===== src/rtl/game_flow_ctrl_pkg.sv =====
// ==== skyhop_pkg : shared state, key-code and output-bit definitions for SkyHop ====
// ==== Rev 1.0 ====
`default_nettype none

package skyhop_pkg;

  typedef enum logic [3:0] {
    S_START   = 4'd0,
    S_PREPARE = 4'd1,
    S_IDLE    = 4'd2,
    S_JUMP_L  = 4'd3,
    S_JUMP_R  = 4'd4,
    S_FLY     = 4'd5,
    S_FALL    = 4'd6,
    S_PAUSE   = 4'd7,
    S_END     = 4'd8
  } state_e;

  localparam logic [1:0] K_NONE     = 2'b00;
  localparam logic [1:0] K_LEFT     = 2'b01;
  localparam logic [1:0] K_RIGHT    = 2'b10;
  localparam logic [1:0] K_SPACEBAR = 2'b11;

  localparam int O_START_SCR = 0;
  localparam int O_BLOCKS    = 1;
  localparam int O_TIME_BAR  = 2;
  localparam int O_CHARACTER = 3;
  localparam int O_POINTS    = 4;
  localparam int O_END_SCR   = 5;
  localparam int O_PAUSE_SCR = 6;
  localparam int O_BG_SEL    = 7;
  localparam int O_JUMP_L    = 8;
  localparam int O_JUMP_R    = 9;
  localparam int O_TMR_START = 10;
  localparam int O_TMR_HOLD  = 11;
  localparam int N_OUTS      = 12;

  typedef logic [N_OUTS-1:0] out_vec_t;

  // Moore decode: the full draw/strobe vector belonging to one state.
  function automatic out_vec_t decode_outputs(input state_e s);
    out_vec_t v;
    out_vec_t g;
    v = '0;
    g = '0;
    g[O_BLOCKS]    = 1'b1;
    g[O_TIME_BAR]  = 1'b1;
    g[O_CHARACTER] = 1'b1;
    g[O_POINTS]    = 1'b1;
    g[O_BG_SEL]    = 1'b1;
    case (s)
      S_START, S_PREPARE: v[O_START_SCR] = 1'b1;
      S_IDLE:  v = g;
      S_JUMP_L: begin
        v = g;
        v[O_JUMP_L]    = 1'b1;
        v[O_TMR_START] = 1'b1;
      end
      S_JUMP_R: begin
        v = g;
        v[O_JUMP_R]    = 1'b1;
        v[O_TMR_START] = 1'b1;
      end
      S_FLY: begin
        v = g;
        v[O_TMR_START] = 1'b1;
      end
      S_FALL: begin
        v = g;
        v[O_TMR_HOLD] = 1'b1;
      end
      S_PAUSE: begin
        v = g;
        v[O_PAUSE_SCR] = 1'b1;
        v[O_TMR_HOLD]  = 1'b1;
      end
      S_END:   v[O_END_SCR] = 1'b1;
      default: v[O_START_SCR] = 1'b1;
    endcase
    return v;
  endfunction

endpackage

`default_nettype wire


===== src/rtl/game_flow_ctrl_if.sv =====
// ==== game_flow_ctrl_if : keyboard/physics inputs and draw/timer outputs of the sequencer ====
// ==== Rev 1.0 ====
`default_nettype none

interface game_flow_ctrl_if #(
  parameter int LIVES     = 3,
  parameter int MAX_LEVEL = 7
);
  localparam int LIVES_W = $clog2(LIVES + 1);
  localparam int LEVEL_W = $clog2(MAX_LEVEL + 1);

  logic [1:0]         key;
  logic               jump_fail;
  logic               time_elapsed;
  logic               character_landed;

  logic               start_screen_en;
  logic               blocks_en;
  logic               time_bar_en;
  logic               character_en;
  logic               points_en;
  logic               end_screen_en;
  logic               pause_screen_en;
  logic               bg_color_select;
  logic               jump_left;
  logic               jump_right;
  logic               timer_start;
  logic               timer_hold;
  logic               game_over;
  logic [LIVES_W-1:0] lives;
  logic [LEVEL_W-1:0] level;

  modport master (
    output key, jump_fail, time_elapsed, character_landed,
    input  start_screen_en, blocks_en, time_bar_en, character_en, points_en,
           end_screen_en, pause_screen_en, bg_color_select, jump_left, jump_right,
           timer_start, timer_hold, game_over, lives, level
  );

  modport slave (
    input  key, jump_fail, time_elapsed, character_landed,
    output start_screen_en, blocks_en, time_bar_en, character_en, points_en,
           end_screen_en, pause_screen_en, bg_color_select, jump_left, jump_right,
           timer_start, timer_hold, game_over, lives, level
  );

endinterface

`default_nettype wire


===== src/rtl/game_flow_ctrl_key_press_detect.sv =====
// ==== key_press_detect : registers the key code and flags a new press as one-hot strobes ====
// ==== Rev 1.0 ====
`default_nettype none

module key_press_detect
  import skyhop_pkg::*;
(
  input  wire logic       clk,
  input  wire logic       rst,
  input  wire logic [1:0] key,
  output logic            press_left,
  output logic            press_right,
  output logic            press_space
);

  logic [1:0] key_q;
  logic [1:0] key_d;
  logic       press;

  // A held code matches key_q and so fires only on its first cycle.
  always_comb begin
    key_d       = key;
    press       = (key != K_NONE) && (key != key_q);
    press_left  = press && (key == K_LEFT);
    press_right = press && (key == K_RIGHT);
    press_space = press && (key == K_SPACEBAR);
  end

  always_ff @(posedge clk) begin
    if (!rst) begin
      key_q <= K_NONE;
    end else begin
      key_q <= key_d;
    end
  end

endmodule

`default_nettype wire


===== src/rtl/game_flow_ctrl.sv =====
// ==== game_flow_ctrl : SkyHop game sequencer with lives, pause, timed fall and levels ====
// ==== Rev 1.0 ====
`default_nettype none

module game_flow_ctrl
  import skyhop_pkg::*;
#(
  parameter int LIVES           = 3,
  parameter int FALL_CYCLES     = 60,
  parameter int JUMPS_PER_LEVEL = 8,
  parameter int MAX_LEVEL       = 7,
  parameter int PAUSE_EN        = 1
) (
  input  wire logic        clk,
  input  wire logic        rst,
  game_flow_ctrl_if.slave  bus
);

  localparam int LIVES_W = $clog2(LIVES + 1);
  localparam int LEVEL_W = $clog2(MAX_LEVEL + 1);
  localparam int FALL_W  = $clog2(FALL_CYCLES + 1);
  localparam int LAND_W  = $clog2(JUMPS_PER_LEVEL + 1);

  localparam logic [LIVES_W-1:0] LIVES_INIT = LIVES_W'(LIVES);
  localparam logic [LEVEL_W-1:0] LEVEL_TOP  = LEVEL_W'(MAX_LEVEL);
  localparam logic [FALL_W-1:0]  FALL_INIT  = FALL_W'(FALL_CYCLES - 1);
  localparam logic [LAND_W-1:0]  LAND_LAST  = LAND_W'(JUMPS_PER_LEVEL - 1);

  logic press_left;
  logic press_right;
  logic press_space;

  state_e             state_q, state_d;
  logic [LIVES_W-1:0] lives_q, lives_d;
  logic [LEVEL_W-1:0] level_q, level_d;
  logic [LAND_W-1:0]  land_q,  land_d;
  logic [FALL_W-1:0]  fall_q,  fall_d;
  out_vec_t           outs_q,  outs_d;
  logic               game_over_q, game_over_d;

  key_press_detect u_key_press_detect (
    .clk         (clk),
    .rst         (rst),
    .key         (bus.key),
    .press_left  (press_left),
    .press_right (press_right),
    .press_space (press_space)
  );

  always_comb begin
    state_d = state_q;
    lives_d = lives_q;
    level_d = level_q;
    land_d  = land_q;
    fall_d  = fall_q;
    case (state_q)
      S_START: begin
        if (press_space) begin
          state_d = S_PREPARE;
          lives_d = LIVES_INIT;
          level_d = '0;
          land_d  = '0;
        end
      end
      S_PREPARE: state_d = S_IDLE;
      S_IDLE: begin
        if (bus.time_elapsed)                  state_d = S_END;
        else if (press_left)                   state_d = S_JUMP_L;
        else if (press_right)                  state_d = S_JUMP_R;
        else if (press_space && PAUSE_EN != 0) state_d = S_PAUSE;
      end
      S_JUMP_L, S_JUMP_R: state_d = S_FLY;
      S_FLY: begin
        if (bus.jump_fail) begin
          state_d = S_FALL;
          fall_d  = FALL_INIT;
        end else if (bus.character_landed) begin
          state_d = S_IDLE;
          if (land_q == LAND_LAST) begin
            land_d = '0;
            if (level_q != LEVEL_TOP) level_d = level_q + LEVEL_W'(1);
          end else begin
            land_d = land_q + LAND_W'(1);
          end
        end
      end
      S_FALL: begin
        if (fall_q == '0) begin
          if (lives_q <= LIVES_W'(1)) begin
            state_d = S_END;
            lives_d = '0;
          end else begin
            state_d = S_PREPARE;
            lives_d = lives_q - LIVES_W'(1);
          end
        end else begin
          fall_d = fall_q - FALL_W'(1);
        end
      end
      S_PAUSE: if (press_space) state_d = S_IDLE;
      S_END:   if (press_space) state_d = S_START;
      default: state_d = S_START;
    endcase

    // Outputs are decoded from the next state so they land in the same cycle as the state.
    outs_d      = decode_outputs(state_d);
    game_over_d = (state_d == S_END) && (state_q != S_END);
  end

  always_ff @(posedge clk) begin
    if (!rst) begin
      state_q     <= S_START;
      lives_q     <= LIVES_INIT;
      level_q     <= '0;
      land_q      <= '0;
      fall_q      <= '0;
      outs_q      <= decode_outputs(S_START);
      game_over_q <= 1'b0;
    end else begin
      state_q     <= state_d;
      lives_q     <= lives_d;
      level_q     <= level_d;
      land_q      <= land_d;
      fall_q      <= fall_d;
      outs_q      <= outs_d;
      game_over_q <= game_over_d;
    end
  end

  assign bus.start_screen_en = outs_q[O_START_SCR];
  assign bus.blocks_en       = outs_q[O_BLOCKS];
  assign bus.time_bar_en     = outs_q[O_TIME_BAR];
  assign bus.character_en    = outs_q[O_CHARACTER];
  assign bus.points_en       = outs_q[O_POINTS];
  assign bus.end_screen_en   = outs_q[O_END_SCR];
  assign bus.pause_screen_en = outs_q[O_PAUSE_SCR];
  assign bus.bg_color_select = outs_q[O_BG_SEL];
  assign bus.jump_left       = outs_q[O_JUMP_L];
  assign bus.jump_right      = outs_q[O_JUMP_R];
  assign bus.timer_start     = outs_q[O_TMR_START];
  assign bus.timer_hold      = outs_q[O_TMR_HOLD];
  assign bus.game_over       = game_over_q;
  assign bus.lives           = lives_q;
  assign bus.level           = level_q;

endmodule

`default_nettype wire


===== src/flat_wrapper.sv =====
// flat-port wrapper written by rule: the top's interface ports become plain ports
module game_flow_ctrl_flat import skyhop_pkg::*;
#(
  parameter int LIVES           = 3,
  parameter int FALL_CYCLES     = 60,
  parameter int JUMPS_PER_LEVEL = 8,
  parameter int MAX_LEVEL       = 7,
  parameter int PAUSE_EN        = 1
)
  (clk, rst, bus_key, bus_jump_fail, bus_time_elapsed, bus_character_landed, bus_start_screen_en, bus_blocks_en, bus_time_bar_en, bus_character_en, bus_points_en, bus_end_screen_en, bus_pause_screen_en, bus_bg_color_select, bus_jump_left, bus_jump_right, bus_timer_start, bus_timer_hold, bus_game_over, bus_lives, bus_level);
  game_flow_ctrl_if #(.LIVES(LIVES), .MAX_LEVEL(MAX_LEVEL)) bus_i ();
  input  wire logic clk;
  input  wire logic rst;
  input wire logic [$bits(bus_i.key)-1:0] bus_key;
  input wire logic [$bits(bus_i.jump_fail)-1:0] bus_jump_fail;
  input wire logic [$bits(bus_i.time_elapsed)-1:0] bus_time_elapsed;
  input wire logic [$bits(bus_i.character_landed)-1:0] bus_character_landed;
  output wire logic [$bits(bus_i.start_screen_en)-1:0] bus_start_screen_en;
  output wire logic [$bits(bus_i.blocks_en)-1:0] bus_blocks_en;
  output wire logic [$bits(bus_i.time_bar_en)-1:0] bus_time_bar_en;
  output wire logic [$bits(bus_i.character_en)-1:0] bus_character_en;
  output wire logic [$bits(bus_i.points_en)-1:0] bus_points_en;
  output wire logic [$bits(bus_i.end_screen_en)-1:0] bus_end_screen_en;
  output wire logic [$bits(bus_i.pause_screen_en)-1:0] bus_pause_screen_en;
  output wire logic [$bits(bus_i.bg_color_select)-1:0] bus_bg_color_select;
  output wire logic [$bits(bus_i.jump_left)-1:0] bus_jump_left;
  output wire logic [$bits(bus_i.jump_right)-1:0] bus_jump_right;
  output wire logic [$bits(bus_i.timer_start)-1:0] bus_timer_start;
  output wire logic [$bits(bus_i.timer_hold)-1:0] bus_timer_hold;
  output wire logic [$bits(bus_i.game_over)-1:0] bus_game_over;
  output wire logic [$bits(bus_i.lives)-1:0] bus_lives;
  output wire logic [$bits(bus_i.level)-1:0] bus_level;
  assign bus_i.key = bus_key;
  assign bus_i.jump_fail = bus_jump_fail;
  assign bus_i.time_elapsed = bus_time_elapsed;
  assign bus_i.character_landed = bus_character_landed;
  assign bus_start_screen_en = bus_i.start_screen_en;
  assign bus_blocks_en = bus_i.blocks_en;
  assign bus_time_bar_en = bus_i.time_bar_en;
  assign bus_character_en = bus_i.character_en;
  assign bus_points_en = bus_i.points_en;
  assign bus_end_screen_en = bus_i.end_screen_en;
  assign bus_pause_screen_en = bus_i.pause_screen_en;
  assign bus_bg_color_select = bus_i.bg_color_select;
  assign bus_jump_left = bus_i.jump_left;
  assign bus_jump_right = bus_i.jump_right;
  assign bus_timer_start = bus_i.timer_start;
  assign bus_timer_hold = bus_i.timer_hold;
  assign bus_game_over = bus_i.game_over;
  assign bus_lives = bus_i.lives;
  assign bus_level = bus_i.level;
  game_flow_ctrl #(.LIVES(LIVES), .FALL_CYCLES(FALL_CYCLES), .JUMPS_PER_LEVEL(JUMPS_PER_LEVEL), .MAX_LEVEL(MAX_LEVEL), .PAUSE_EN(PAUSE_EN)) u_core (.clk(clk), .rst(rst), .bus(bus_i));
endmodule

===== config.mk =====
export PLATFORM = sky130hd
export DESIGN_NAME = game_flow_ctrl_flat
export DESIGN_NICKNAME = d
export VERILOG_FILES = /design/src/rtl/game_flow_ctrl_pkg.sv /design/src/rtl/game_flow_ctrl_if.sv /design/src/rtl/game_flow_ctrl_key_press_detect.sv /design/src/rtl/game_flow_ctrl.sv /design/src/flat_wrapper.sv
export SDC_FILE = /design/constraint.sdc
export NUM_CORES = 1
export LEC_CHECK = 0
export BUFFER_PORTS_ARGS = -buffer_cell sky130_fd_sc_hd__buf_2
export CAP_MARGIN = 30
export CORE_MARGIN = 5
export CORE_UTILIZATION = 50
export DETAILED_ROUTE_END_ITERATION = 10
export PLACE_DENSITY = 0.85
export SYNTH_ARGS = -nofsm -noshare
export SYNTH_HDL_FRONTEND = slang
export SYNTH_SLANG_ARGS = --single-unit

===== constraint.sdc =====
create_clock -name clk -period 2 [get_ports clk]
set_input_delay 0.1 -clock clk [delete_from_list [all_inputs] [get_ports clk]]
set_output_delay 0.1 -clock clk [all_outputs]
set_load 0.03 [all_outputs]

## Word level (Yosys, flattened, before mapping)

Index checks and enable logic that the tools add are counted.

| storage, ports and cells | value |
|---|---|
| bits in registers | 34 |
| input port bits | 7 |
| output and inout port bits | 18 |
| logic and storage cells | 95 |

| operators by class | value |
|---|---|
| add/subtract/negate cells | 4 |
| order comparisons | 1 |
| equality and inequality tests | 30 |
| multiplexer cells | 34 |
| reduce and logical (&&, ||, !) cells | 18 |

Operators by type and width:

| kind | number |
|---|---|
| 4-bit two-way mux | 16 |
| 4-bit by 3-bit == test with 1-bit output (second input constant) | 9 |
| 6-bit one-hot mux with 6 select lines | 1 |
| 4-bit one-hot mux with 8 select lines | 1 |
| 4-bit by 2-bit == test with 1-bit output (second input constant) | 4 |
| 3-bit two-way mux | 5 |
| 6-bit two-way mux | 2 |
| 6-bit one-hot mux with 2 select lines | 1 |
| 4-bit == test (second input constant) | 2 |
| 2-bit by 1-bit inequality test with 1-bit output (second input constant) | 4 |
| 2-bit inequality test (second input constant) | 4 |
| 4-bit one-hot mux with 2 select lines | 1 |
| 2-bit nonzero test | 4 |
| 7-bit OR reduction | 1 |
| 6-bit logical NOT | 1 |
| 2-bit two-way mux | 3 |
| 3-bit one-hot mux with 2 select lines | 1 |
| 3-bit AND reduction | 2 |
| 6-bit AND reduction | 1 |
| 6-bit OR reduction | 1 |
| 6-bit by 1-bit subtractor with 6-bit output (second input constant) | 1 |
| 1-bit logical AND | 5 |
| 4-bit by 1-bit adder with 4-bit output (second input constant) | 1 |
| 2-bit == test (second input constant) | 2 |
| other kinds (13) | 14 |

## Longest topological paths before layout

| depth | value |
|---|---|
| depth in word-level cells | 11 |
| mapped depth | 7 |
| gate-level depth less buffers | 7 |

## Hierarchy

From an unflattened synthesis, not the netlist that was laid out.

| second synthesis, totals | value |
|---|---|
| cells, all modules | 173 |
| area total of the unflattened synthesis | 1537.7 um^2 |

By module, submodules not included:

| module | instances | cells an instance | area each (um^2) | seq. area each (um^2) |
|---|---|---|---|---|
| game_flow_ctrl | 1 | 163 | 1448.9 | 560.5 |
| key_press_detect | 1 | 10 | 88.8 | 40.0 |

## Worst setup path after synthesis

No wires, ideal clock.

| timing path | value |
|---|---|
| kind | flip-flop to flip-flop |
| from | register u_core.state_q[2] |
| to | register u_core.outs_q[10] |
| arrival time | 1702 ps |
| data required time | 1863 ps |
| setup slack | 161 ps |
| cell stages (with the launch flop) | 6 |
| buffers on the path | 1 |
| path through | dfxtp_1 -> clkbuf_1 -> or4b_2 -> o221ai_1 -> or2_2 -> o32ai_2 |

| on the way | value |
|---|---|
| longest elaborated chain between the ends | 7 |
| elaborated cells on any way between the ends | 28 |

RTL lines:

| what | line | source |
|---|---|---|
| start, declared | game_flow_ctrl.sv:33 | `state_e state_q, state_d;` |
| start signal, assigned | game_flow_ctrl.sv:120 | `state_q <= state_d;` |
| 4-bit two-way mux | game_flow_ctrl.sv:70 | `else if (press_space && PAUSE_EN != 0) state_d = S_PAUSE;` |
| 4-bit two-way mux | game_flow_ctrl.sv:69 | `else if (press_right) state_d = S_JUMP_R;` |
| 4-bit two-way mux | game_flow_ctrl.sv:68 | `else if (press_left) state_d = S_JUMP_L;` |
| 4-bit two-way mux | game_flow_ctrl.sv:67 | `if (bus.time_elapsed) state_d = S_END;` |
| 4-bit one-hot mux with 8 select lines * | game_flow_ctrl.sv:56 | `case (state_q)` |
| 4-bit by 3-bit == test with 1-bit output or 4-bit by 2-bit == test with 1-bit output (tied branches) | game_flow_ctrl_pkg.sv:51 | `case (s)` |
| 6-bit one-hot mux with 6 select lines * | game_flow_ctrl_pkg.sv:51 |  |
| end signal, assigned | game_flow_ctrl.sv:117 | `outs_q <= decode_outputs(S_START);` |
| end signal, assigned | game_flow_ctrl.sv:125 | `outs_q <= outs_d;` |
| end, declared | game_flow_ctrl.sv:38 | `out_vec_t outs_q, outs_d;` |

Mark *: on every way between the ends. The rest lies on a longest branch, timed or not.
A chain may end at the register's enable or synchronous reset.

## Worst setup path after layout

Ends and elaborated chain as after synthesis.

==> run metrics <==
final worst-path cycle share 0.961; arrival time worst endpoint about 2.2 ns; die height approximately 65 µm; compound-cell area share of the yosys netlist 0.177; final setup fails 0; Max transition margin 0.667; Die Area about 4300 µm²; clock skew 0.00574 ns; Area Growth Syn to Fin 19.4%; Worst Setup Slack, final ~0.078 ns; total power between 1 and 1.5 mW; P per Cell Area ~710 nW/µm²; largest net degree at the start of global routing 15; data required time of the worst path 2.25 ns; CP Launch Type register; post-synthesis mux area share 0.0260; Hold Vio Cnt, Final 0; share of cells above drive strength 1 0.289; # placed instances ~230; setup TNS 0 ns; total CTS buffers 5; clk buf depth 2; DR vias/cell around 5.7; post-synth net total 183; DRC 0; post-synthesis sequential area ratio 0.404; Final Instance Area between 1500 and 2000 µm²; CTS tree yes; RSZ-0062 raised after global routing yes; Synth Area in XOR/XNOR 0.0171; worst slack at placement -0.109 ns; post-synthesis async set-or-reset flop share 0; DR WL/cell 14.1 µm; GRT Util Overall 0.170; Top FF cell, synth dfxtp_1; DR pass1 iterations 4; post-cts gate resize count 2; row count 20; crit end category register; 1st-iter DRT viols 64; leading cell types in the layout, fill and taps excluded 26 x dfxtp_1, 24 x buf_2, 18 x nor2_1, 9 x nand2_1; Mapped Cells roughly 170; first-pass GRT wire length about 5.5 mm; f_max approximately 520 MHz; n_diodes 0; mean post-synth cell area just under 9 µm²; Finished Layout Cells roughly 230; Mapped Area around 1500 µm²; worst hold path class in -> reg; status completed; R2R setup slack about 0.078 ns; initial antenna violation count 0; worst hold stages 2; Lkg Pwr roughly 0.79 nW; Initial Util 0.512; largest family of logic cells by synthesized area simple AND/OR/NAND/NOR gates; commonest non-fill, non-tap cell in the layout dfxtp_1; GPL Wtd Cong 0.827; clock root buffer clkbuf_4; kind of critical path reg -> reg; Crit Path Max Fanout 9; clock latency on the worst-skew pair about 0.33 ns; Worst Tran Pin Value 0.486 ns; post-DP HPWL around 2.4 mm; # hold bufs at CTS 0; vias in the first global route 1240; final wirelength between 3 and 4 mm; yosys warns 0; Seq cells post-synth 31; Final Net Count roughly 210; DR vias 1343; post-CTS setup buffer count 0; max cap viols 0; simple-gate share of the synthesized area 0.290; post-layout minimum cycle time roughly 1.9 ns; Top Ports 25; end of the critical path u_core.outs_q[10]; Post-DRT Antenna Nets 0; Peak supply drop between 400 and 500 µV; die width 65.5 µm; GRT overflow 0; IO Port Bufs 24; placed inst area roughly 1700 µm²; Clock Sinks 31; Core ar. 3000 µm²; Reg2Reg Depth 5; Post-Synth Adder-Cell Area 0.0325; fin. max-slew vios 0; Reg2Reg Launch Point u_core.state_q[2]; Cell variety after synth 55; CP startpoint u_core.state_q[2]; Worst-path clk slew roughly 0.10 ns; EDFF count, synth 0; worst r2r dst u_core.outs_q[10]; CTS H-tree depth 2
==> stage by stage <==
step | utilization | hold slack (ns)
floorplan | - | 0.227
global placement | 0.566 | 0.402
detailed placement | 0.566 | 0.407
CTS | 0.598 | 0.0509
global route | 0.611 | 0.0724
finish | 0.611 | 0.0723
==> how the worst min path moves through the flow <==
stage,start,end,slack (ns)
after floorplan,rst,u_core.u_key_press_detect.key_q[1],0.23
after global placement,rst,u_core.bus.lives[1],0.40
after detailed placement,rst,u_core.bus.lives[1],0.41
after CTS,rst,u_core.bus.lives[1],0.05
after global routing,rst,u_core.outs_q[0],0.07
final,rst,u_core.bus.lives[1],0.07
==> flip-flops by register name, summed over array words and instances (netlist names) <==
register	count
u_core.fall_q	6
u_core.bus.lives	2
u_core.bus.level	3
u_core.outs_q	9
u_core.land_q	4
u_core.bus.game_over	1
u_core.state_q	4
u_core.u_key_press_detect.key_q	2
==> final cells by class <==
cell class | instances | area, µm²
Fill cell | 259 | 1170
Multi-Input combinational cell | 123 | 878
Sequential cell | 31 | 627
Timing Repair Buffer | 31 | 173
Clock buffer | 6 | 51.3
Tap cell | 33 | 41.3
Clock inverter | 2 | 35.0
Inverter | 8 | 30.0
==> where the power goes <==
group / internal [mW] / switching, mW / total [mW]
combinational: 0.0559 / 0.0896 / 0.146
clock: 0.295 / 0.215 / 0.511
sequential: 0.632 / 0.0165 / 0.649
total: 0.984 / 0.322 / 1.31
==> worst max-delay path, stage by stage, from the launching register on <==
cell     delay [ns]
dfxtp_2        0.37
or4b_1         0.50
o31a_1         0.12
a311o_1        0.35
or2_4          0.25
o32ai_2        0.24
==> synth_stat cells (3+ instances only) <==
| cell type | n | share of area |
|---|---|---|
| a21oi_1 | 6 | 0.020 |
| and2_1 | 8 | 0.033 |
| buf_4 | 3 | 0.015 |
| clkbuf_1 | 5 | 0.012 |
| dfxtp_1 | 31 | 0.40 |
| ha_1 | 4 | 0.033 |
| inv_1 | 8 | 0.020 |
| mux2i_1 | 4 | 0.026 |
| nand2_1 | 9 | 0.022 |
| nand2b_1 | 3 | 0.012 |
| nand3_1 | 5 | 0.016 |
| nand3b_1 | 3 | 0.015 |
| nor2_1 | 18 | 0.044 |
| nor2b_1 | 4 | 0.016 |
| nor3_1 | 7 | 0.023 |
| nor4b_1 | 3 | 0.017 |
| o21ai_0 | 3 | 0.0098 |
==> per-layer routing <==
metal	routed length [µm]	track usage	up-vias
li1	-	-	682
met1	1430	0.200	619
met2	1580	0.274	31
met3	181	0.0581	11
met4	93	0.0855	0
met5	0	0	-
==> cells by family (layout without fill, tap and decap cells) <==
family | after synthesis | after routing
and+or+nand+nor | 77 | 77
AOI/OAI and AO/OA | 35 | 35
DFF | 31 | 31
buffers and inverters | 18 | 47
adders and majority gates | 4 | 4
muxes | 4 | 4
xor gates and xnor gates | 3 | 3
Note: power is estimated with default switching activity, not from simulation.
